## src/rtl/sdram_tg_pkg.sv

```systemverilog
// Shared types and helpers for the SDRAM traffic generator.
//   state_e : pass sequencer states
//   mode_e  : data pattern selection
//   chk_bit : bit value of the even-index checkerboard word at a bit position
package sdram_tg_pkg;

    typedef enum logic [2:0] {
        IDLE  = 3'd0,
        WRITE = 3'd1,
        READ  = 3'd2,
        DRAIN = 3'd3,
        DONE  = 3'd4
    } state_e;

    typedef enum logic [1:0] {
        MODE_INC  = 2'd0,
        MODE_WALK = 2'd1,
        MODE_INV  = 2'd2,
        MODE_CHK  = 2'd3
    } mode_e;

    // Even-index checkerboard word is {N{2'b10}}: odd bit positions are 1.
    function automatic logic chk_bit(input int pos);
        return pos[0];
    endfunction

endpackage

```

## src/rtl/sdram_pattern_gen.sv

```systemverilog
// Combinational data pattern for one word of the test window.
// Ports:
//   mode    : pattern select (mode_e encoding)
//   idx     : word index within the window
//   addr_lo : low DATA_W bits of the word address (zero-extended if narrower)
//   pattern : expected / write data for that word
module sdram_pattern_gen
    import sdram_tg_pkg::*;
#(
    parameter int DATA_W = 16,
    parameter int ADDR_W = 24
) (
    input  logic [1:0]        mode,
    input  logic [ADDR_W-1:0] idx,
    input  logic [DATA_W-1:0] addr_lo,
    output logic [DATA_W-1:0] pattern
);

    logic [DATA_W-1:0] chk_even;
    logic [31:0]       walk_pos;

    always_comb begin
        chk_even = '0;
        for (int b = 0; b < DATA_W; b++) begin
            chk_even[b] = chk_bit(b);
        end
    end

    assign walk_pos = 32'(idx) % 32'(DATA_W);

    always_comb begin
        pattern = '0;
        case (mode_e'(mode))
            MODE_INC:  pattern = DATA_W'(idx);
            MODE_WALK: pattern = DATA_W'(1) << walk_pos;
            MODE_INV:  pattern = ~addr_lo;
            default:   pattern = idx[0] ? ~chk_even : chk_even;
        endcase
    end

endmodule

```

## src/rtl/sdram_traffic_gen.sv

```systemverilog
// Self-checking SDRAM traffic generator. Writes a pattern over a word window,
// reads it back with up to MAX_OUTSTANDING reads in flight, compares each
// returned word and reports pass/fail, error count and first failing address.
// Ports:
//   CLOCK_100, rst          : clock, synchronous active-high reset
//   start, mode, loop_en    : pass control
//   req_*                   : controller request port (valid/ready)
//   rsp_valid, rsp_data     : in-order read responses
//   busy, done, pass        : pass status
//   err_count, first_err_addr, spurious, led : results
//
// state | meaning
// ------+-----------------------------------------------
// IDLE  | waiting for start
// WRITE | issuing pattern writes over the window
// READ  | issuing reads, throttled by outstanding count
// DRAIN | all reads issued, waiting for the last responses
// DONE  | one-cycle end of pass, result valid
module sdram_traffic_gen
    import sdram_tg_pkg::*;
#(
    parameter int          ADDR_W          = 24,
    parameter int          DATA_W          = 16,
    parameter int          NUM_WORDS       = 256,
    parameter int unsigned BASE_ADDR       = 0,
    parameter int          MAX_OUTSTANDING = 4,
    parameter int          ERR_W           = 16
) (
    input  logic              CLOCK_100,
    input  logic              rst,
    input  logic              start,
    input  logic [1:0]        mode,
    input  logic              loop_en,
    output logic              req_valid,
    input  logic              req_ready,
    output logic              req_we,
    output logic [ADDR_W-1:0] req_addr,
    output logic [DATA_W-1:0] req_wdata,
    input  logic              rsp_valid,
    input  logic [DATA_W-1:0] rsp_data,
    output logic              busy,
    output logic              done,
    output logic              pass,
    output logic [ERR_W-1:0]  err_count,
    output logic [ADDR_W-1:0] first_err_addr,
    output logic              spurious,
    output logic [7:0]        led
);

    localparam int               IDX_W    = $clog2(NUM_WORDS + 1);
    localparam logic [IDX_W-1:0] LAST_IDX = IDX_W'(NUM_WORDS - 1);
    localparam logic [IDX_W-1:0] N_IDX    = IDX_W'(NUM_WORDS);
    localparam logic [3:0]       MAX_OS   = 4'(MAX_OUTSTANDING);
    localparam logic [ADDR_W-1:0] BASE    = ADDR_W'(BASE_ADDR);

    state_e            state;
    logic [1:0]        mode_q;
    logic [IDX_W-1:0]  wr_idx, rd_idx, rsp_idx;
    logic [3:0]        outstanding;

    logic              wr_hs, rd_hs, rsp_ok, rsp_spur, mismatch, restart;
    logic [3:0]        outstanding_nxt;
    logic [IDX_W-1:0]  rd_idx_nxt, rsp_idx_nxt, wr_sel_idx;
    logic [ERR_W-1:0]  err_nxt;
    logic              spurious_nxt;
    logic [1:0]        wr_mode_sel;
    logic [ADDR_W-1:0] wr_addr_nxt, rd_addr_nxt, exp_addr;
    logic [DATA_W-1:0] wr_data, exp_data;

    assign wr_hs    = req_valid && req_ready && req_we;
    assign rd_hs    = req_valid && req_ready && !req_we;
    assign rsp_ok   = rsp_valid && (outstanding != '0);
    assign rsp_spur = rsp_valid && (outstanding == '0);

    always_comb begin
        outstanding_nxt = outstanding;
        if (rd_hs && !rsp_ok) begin
            outstanding_nxt = outstanding + 4'd1;
        end else if (!rd_hs && rsp_ok) begin
            outstanding_nxt = outstanding - 4'd1;
        end
    end

    assign rd_idx_nxt   = rd_idx + IDX_W'(rd_hs);
    assign rsp_idx_nxt  = rsp_idx + IDX_W'(rsp_ok);
    assign rd_addr_nxt  = BASE + ADDR_W'(rd_idx_nxt);
    assign exp_addr     = BASE + ADDR_W'(rsp_idx);
    assign mismatch     = rsp_ok && (rsp_data != exp_data);
    assign err_nxt      = (mismatch && (err_count != '1)) ? err_count + 1'b1 : err_count;
    assign spurious_nxt = spurious | rsp_spur;

    // A new pass starts either from IDLE on start or from DONE when looping.
    assign restart     = ((state == IDLE) && start) || ((state == DONE) && loop_en);
    assign wr_mode_sel = (state == IDLE) ? mode : mode_q;
    assign wr_sel_idx  = restart ? '0 : wr_idx + 1'b1;
    assign wr_addr_nxt = BASE + ADDR_W'(wr_sel_idx);

    sdram_pattern_gen #(.DATA_W(DATA_W), .ADDR_W(ADDR_W)) u_wr_pat (
        .mode    (wr_mode_sel),
        .idx     (ADDR_W'(wr_sel_idx)),
        .addr_lo (DATA_W'(wr_addr_nxt)),
        .pattern (wr_data)
    );

    sdram_pattern_gen #(.DATA_W(DATA_W), .ADDR_W(ADDR_W)) u_exp_pat (
        .mode    (mode_q),
        .idx     (ADDR_W'(rsp_idx)),
        .addr_lo (DATA_W'(exp_addr)),
        .pattern (exp_data)
    );

    always_ff @(posedge CLOCK_100) begin
        if (rst) begin
            state          <= IDLE;
            mode_q         <= '0;
            wr_idx         <= '0;
            rd_idx         <= '0;
            rsp_idx        <= '0;
            outstanding    <= '0;
            req_valid      <= 1'b0;
            req_we         <= 1'b0;
            req_addr       <= '0;
            req_wdata      <= '0;
            busy           <= 1'b0;
            done           <= 1'b0;
            pass           <= 1'b0;
            err_count      <= '0;
            first_err_addr <= '0;
            spurious       <= 1'b0;
        end else begin
            outstanding <= outstanding_nxt;
            rsp_idx     <= rsp_idx_nxt;
            err_count   <= err_nxt;
            spurious    <= spurious_nxt;
            done        <= 1'b0;
            if (mismatch && (err_count == '0)) begin
                first_err_addr <= exp_addr;
            end

            if (restart) begin
                if (state == IDLE) begin
                    mode_q <= mode;
                end
                state          <= WRITE;
                busy           <= 1'b1;
                pass           <= 1'b0;
                err_count      <= '0;
                first_err_addr <= '0;
                wr_idx         <= '0;
                rd_idx         <= '0;
                rsp_idx        <= '0;
                outstanding    <= '0;
                req_valid      <= 1'b1;
                req_we         <= 1'b1;
                req_addr       <= wr_addr_nxt;
                req_wdata      <= wr_data;
            end else begin
                case (state)
                    IDLE: begin
                    end
                    WRITE: begin
                        if (wr_hs) begin
                            wr_idx <= wr_idx + 1'b1;
                            if (wr_idx == LAST_IDX) begin
                                // First read goes out right away; nothing is outstanding yet.
                                state     <= READ;
                                req_we    <= 1'b0;
                                req_addr  <= rd_addr_nxt;
                                req_wdata <= '0;
                            end else begin
                                req_addr  <= wr_addr_nxt;
                                req_wdata <= wr_data;
                            end
                        end
                    end
                    READ: begin
                        rd_idx   <= rd_idx_nxt;
                        req_addr <= rd_addr_nxt;
                        if (rd_hs && (rd_idx == LAST_IDX)) begin
                            state     <= DRAIN;
                            req_valid <= 1'b0;
                        end else begin
                            // Without a handshake outstanding cannot grow, so an
                            // asserted req_valid is never withdrawn here.
                            req_valid <= (outstanding_nxt < MAX_OS);
                        end
                    end
                    DRAIN: begin
                        // Look ahead at the response being accepted this cycle so
                        // done follows the final response by one cycle.
                        if (rsp_idx_nxt == N_IDX) begin
                            state <= DONE;
                            done  <= 1'b1;
                            pass  <= (err_nxt == '0) && !spurious_nxt;
                        end
                    end
                    DONE: begin
                        state <= IDLE;
                        busy  <= 1'b0;
                    end
                    default: begin
                        state <= IDLE;
                        busy  <= 1'b0;
                    end
                endcase
            end
        end
    end

    assign led = {busy, pass, spurious, mode_q, (err_count != '0), 2'b00};

endmodule

```

## config.mk

```make
export PLATFORM = sky130hd
export DESIGN_NAME = sdram_traffic_gen
export DESIGN_NICKNAME = d
export VERILOG_FILES = /design/src/rtl/sdram_tg_pkg.sv /design/src/rtl/sdram_pattern_gen.sv /design/src/rtl/sdram_traffic_gen.sv
export SDC_FILE = /design/constraint.sdc
export NUM_CORES = 1
export LEC_CHECK = 0
export ABC_AREA = 1
export CAP_MARGIN = 20
export CORE_UTILIZATION = 45
export CTS_BUF_LIST = sky130_fd_sc_hd__clkbuf_8
export CTS_CLUSTER_DIAMETER = 120
export DETAILED_ROUTE_END_ITERATION = 6
export GPL_ROUTABILITY_DRIVEN = 0
export PLACE_DENSITY = 0.74
export SLEW_MARGIN = 20
export SYNTH_ARGS = -nofsm -noshare
export SYNTH_HDL_FRONTEND = slang
export SYNTH_SLANG_ARGS = --single-unit
export TNS_END_PERCENT = 1
```

## constraint.sdc

```tcl
create_clock -name CLOCK_100 -period 11.05 [get_ports CLOCK_100]
set_input_delay 3.315 -clock CLOCK_100 [delete_from_list [all_inputs] [get_ports CLOCK_100]]
set_output_delay 3.315 -clock CLOCK_100 [all_outputs]
set_load 0.1 [all_outputs]
```

Yosys cells after proc, flatten, opt, wreduce, memory -nomap -nowiden. Cells that the tools add are included. Widths: inputs -> output; s select.

Register bits: 107. Input bits: 24. Output and inout bits: 94. Word-level logic and storage cells: 132.

Shift-type cells: 2. Reduce and logical (&&, ||, !) cells: 44. $lt $le $gt $ge: 1. Muxes and demuxes: 33. Bitwise operators: 5. $add $sub $neg: 6. Eq/ne operators: 23.

Operators by type and width (count): $mux 16 (7); $pmux 16 s3 (2); $pmux 24 s2 (1); $logic_not 16->1 (2); $not 9->16 (2); $shl 1x4->16 const A (2); $mux 9 (3); $mux 24 (1); $add 9x1->9 (2); $eq 9x8->1 const B (2); $add 16x1->16 const B (1); $ne 16x16->1 (1); $ne 16x16->1 const B (1); $reduce_bool 16->1 (1); $logic_and 1x1->1 (14); $mux 3 (4); $ne 3x3->1 const B (4); $pmux 3 s4 (1); $mux 1 (11); $ne 2x2->1 const B (5); $reduce_and 2->1 (5); $reduce_and 5->1 (2); $reduce_bool 2->1 (5); $add 9x1->9 const B (1); 25 further kinds (34).

Depth between registers and ports, before layout.
Depth after elaboration: 10. Gate-level depth with buffers: 22. Depth with buffers taken out: 21.

Modules after synthesis. Synthesis repeated with hierarchy kept, for this count alone.

Cells, all modules: 1044. Area, all modules: 6392.4 µm².

By module, submodules not included: sdram_traffic_gen (cells each 782, sequential area each 1841.8 µm², instances 1, area each 5253.8 µm²); sdram_pattern_gen (cells each 131, sequential area each 0.0 µm², instances 2, area each 569.3 µm²).

Worst setup path after synthesis. No wires, ideal clock.

Kind: input to register. Start: in rsp_valid. End: reg state[0]. Setup slack: 5220 ps. Data arrival time: 5721 ps. Buffers on the path: 1. Cell stages on the path: 18. Data required time: 10941 ps. Setup time: 109 ps. Cells stage by stage: nand2_1 inv_1 clkbuf_1 ha_1 ha_1 nand2_1 nor3_1 nand3_1 xor2_1 inv_1 nor4_1 nand2_1 a21oi_1 o21ai_0 nand2_1 o211ai_1 nand2_1 inv_1.

Longest elaborated chain between the ends: 5.

RTL lines: start: declaration (line sdram_traffic_gen.sv:39) `input logic rsp_valid,`; $logic_and 1x1->1 (line sdram_traffic_gen.sv:72) `assign rsp_ok = rsp_valid && (outstanding != '0);`; $add 9x1->9 (line sdram_traffic_gen.sv:85) `assign rsp_idx_nxt = rsp_idx + IDX_W'(rsp_ok);`; $eq 9x9->1 (line sdram_traffic_gen.sv:191) `if (rsp_idx_nxt == N_IDX) begin`; $ne 3x3->1 (no source line); $reduce_and 5->1 (no source line); end signal: assignment (line sdram_traffic_gen.sv:192) `state <= DONE;`; end signal: assignment (line sdram_traffic_gen.sv:198) `state <= IDLE;`; end signal: assignment (line sdram_traffic_gen.sv:202) `state <= IDLE;`; end: declaration (line sdram_traffic_gen.sv:56) `state_e state;`.

No other way between the ends. A chain may end at the register's enable or synchronous reset.

Worst setup path after layout. Same ends and word-level chain as after synthesis.

==> run metrics <==
distinct cell type count after synthesis=42; largest net degree at the start of global routing=30; PortBufs=85; first-pass iteration count of the detailed router=6; CTS tree=done; WS Path Type=in2reg; GRT Total Usage=0.224; flops & latches, synth=92; Syn-to-layout area delta=17.1%; Vias=5900; vias in the first global route=5245; status=finished, final reports clean; Clk pin slew, worst setup/hold paths=0.10 ns; gr ovfl total=0; Root Driver=clkbuf_8; maxcap violations=0; post-synthesis sequential area ratio=0.313; Pwr Density=141 mW/mm2; Slew Viols, Final=0; Synth async-reset ratio=0; total power=971 uW; CTS resizes=0; Sink Count=92; Syn Area/Cell=6.43 um2; Hold/Removal Path Class=reg2reg; Initial Util=0.464; Fin Hold WS=0.448 ns; Peak Freq=0.159 GHz; H-tree Lvls=3; postcts setup bufs=0; cell count after synthesis=914; VDD IR-drop max=0.0831 mV; Worst Reg-to-Reg Cells=20; post-layout instance area=0.00689 mm2; # fillers=1270; nets@finish=1017; final setup skew=0.00526 ns; depth of the worst hold-timing path=2; final count of hold timing violations=0; placed inst area=0.00668 mm2; Skew-Pair Late Insertion Delay=0.39 ns; endpoint class of the critical path=flip-flop; headroom to the max-slew limit=0.323; Die Y=116 um; Primary FF master, synth=dfxtp_1; routed wire length=14600 um; final setup violation count=0; Residual DRC=0; cts hold-fix bufs=0; Yosys warning count=0; RSZ-0062 raised after global routing=no; WL/cell=12.6 um; dpl hpwl=10900 um; critical path arrival=6.58 ns; Clock Path Buffers=2; Core Area=0.0127 mm2; Std-Cell Rows=41; post-route clock period utilization=0.568; Fin Setup TNS=0 ns; antenna-violating nets left=0; min Tclk post-route=6.28 ns; CP Max Fanout=16; first-pass GRT wire length=23900 um; cts bufs inserted=9; CP startpoint kind=input port; io pins=118; worst path required time=11.35 ns; Worst-Margin Slew=1.01 ns; initial antenna violation count=0; Pleak=0.00288 uW; DR iter-0 viols=488; Avg Vias per Cell=5.09; mapped cell area=0.00588 mm2; Post-synth EDFFs=0; die width=116 um; die area=0.0135 mm2; antenna cells=0; share of cells above drive strength 1=0.0325
## kinds of logic (layout without fill, tap and decap cells)
| logic type | count (synthesis) | in the layout | synth area share |
|---|---|---|---|
| simple gates | 430 | 430 | 0.310 |
| buf+inv | 184 | 225 | 0.147 |
| compound gates | 160 | 160 | 0.151 |
| flops | 92 | 92 | 0.313 |
| xor+xnor | 35 | 35 | 0.0521 |
| fa+ha+maj | 12 | 12 | 0.0255 |
| other cells | 1 | 32 | 0.000638 |
## cells in the final DEF, fill, tap and decap left out, types with 7 or more instances in the layout
cell,synthesis,final
clkbuf_8,0,9
nand2_1,225,225
a21oi_1,68,68
xor2_1,28,28
inv_1,114,115
ha_1,12,12
nand3_1,57,57
conb_1,1,32
nand4_1,20,20
o21ai_0,53,53
dfxtp_1,92,92
nor3_1,18,18
clkdlybuf4s50_1,0,85
nor2_1,94,93
o211ai_1,15,15
xnor2_1,7,7
## synthesized netlist by cell type, types with 4 or more instances
cell	instances	area (um2)
inv_1	114	428
nand2_1	225	845
nand4_1	20	125
ha_1	12	150
buf_6	4	45.0
o211ai_1	15	113
nor3_1	18	90.1
dfxtp_1	92	1840
o21ai_0	53	265
xor2_1	28	245
nand3_1	57	285
a211oi_1	6	45.0
buf_2	7	35.0
buf_4	36	270
clkbuf_1	16	60.1
xnor2_1	7	61.3
a21oi_1	68	340
nor4_1	5	31.3
nor2_1	94	353
## through the flow
stage               utilization  setup slack (ns)  instances
detailed placement        0.527              4.36       1142
floorplan                     -              5.22        945
global placement          0.527              4.49       1142
CTS                       0.543              4.78       1158
global route              0.543              4.40       1158
finish                    0.543              4.77       1158
## critical path, stage by stage
cell and delay [ns]:
clkdlybuf4s50_1 0.47, nand2_1 0.07, inv_1 0.44, ha_1 0.28
ha_1 0.21, nand2_1 0.07, nor3_1 0.25, nand3_1 0.13
xor2_1 0.14, inv_1 0.06, nor4_1 0.41, nand2_1 0.10
a21oi_1 0.19, o21ai_0 0.17, nand2_1 0.10, o211ai_1 0.08
nand2_1 0.07, inv_1 0.03
## layout make-up
cell class	instances	area [um2]	area share
Multi-Input combinational cell	669	3290	0.478
Tap cell	172	215	0.0312
Inverter	120	450	0.0654
Sequential cell	92	1840	0.267
Timing Repair Buffer	89	881	0.128
Clock inverter	7	82.6	0.0120
Clock buffer	9	124	0.0180
## report_power, final
group | switching, uW | internal, uW
logic | 280 | 81.3
clock network | 136 | 109
registers | 16.2 | 349
## path summary, 6_finish.rpt
| kind | endpoint | start | slack, ns |
|---|---|---|---|
| worst min register to register | first_err_addr[1] | first_err_addr[1] | 0.45 |
| worst max register to register | state[0] | outstanding[0] | 7.40 |
| worst max-delay path | state[0] | rsp_valid | 4.77 |
| worst min-delay path | first_err_addr[1] | first_err_addr[1] | 0.45 |
## sequential cells by signal (all words and copies together) (netlist names), 2 cells and up
register and flops:
req_addr 9, first_err_addr 9, err_count 16, wr_idx 9
state 3, req_wdata 16, rd_idx 9, mode_q 2
outstanding 4, rsp_idx 9
## layer usage
metal,up-vias,part of all wire,track usage
li1,3027,-,-
met1,2638,0.47,0.299
met2,209,0.45,0.353
met3,26,0.063,0.0462
met4,0,0.022,0.0880
met5,-,0,0
Power figures use the tool's default switching activity.
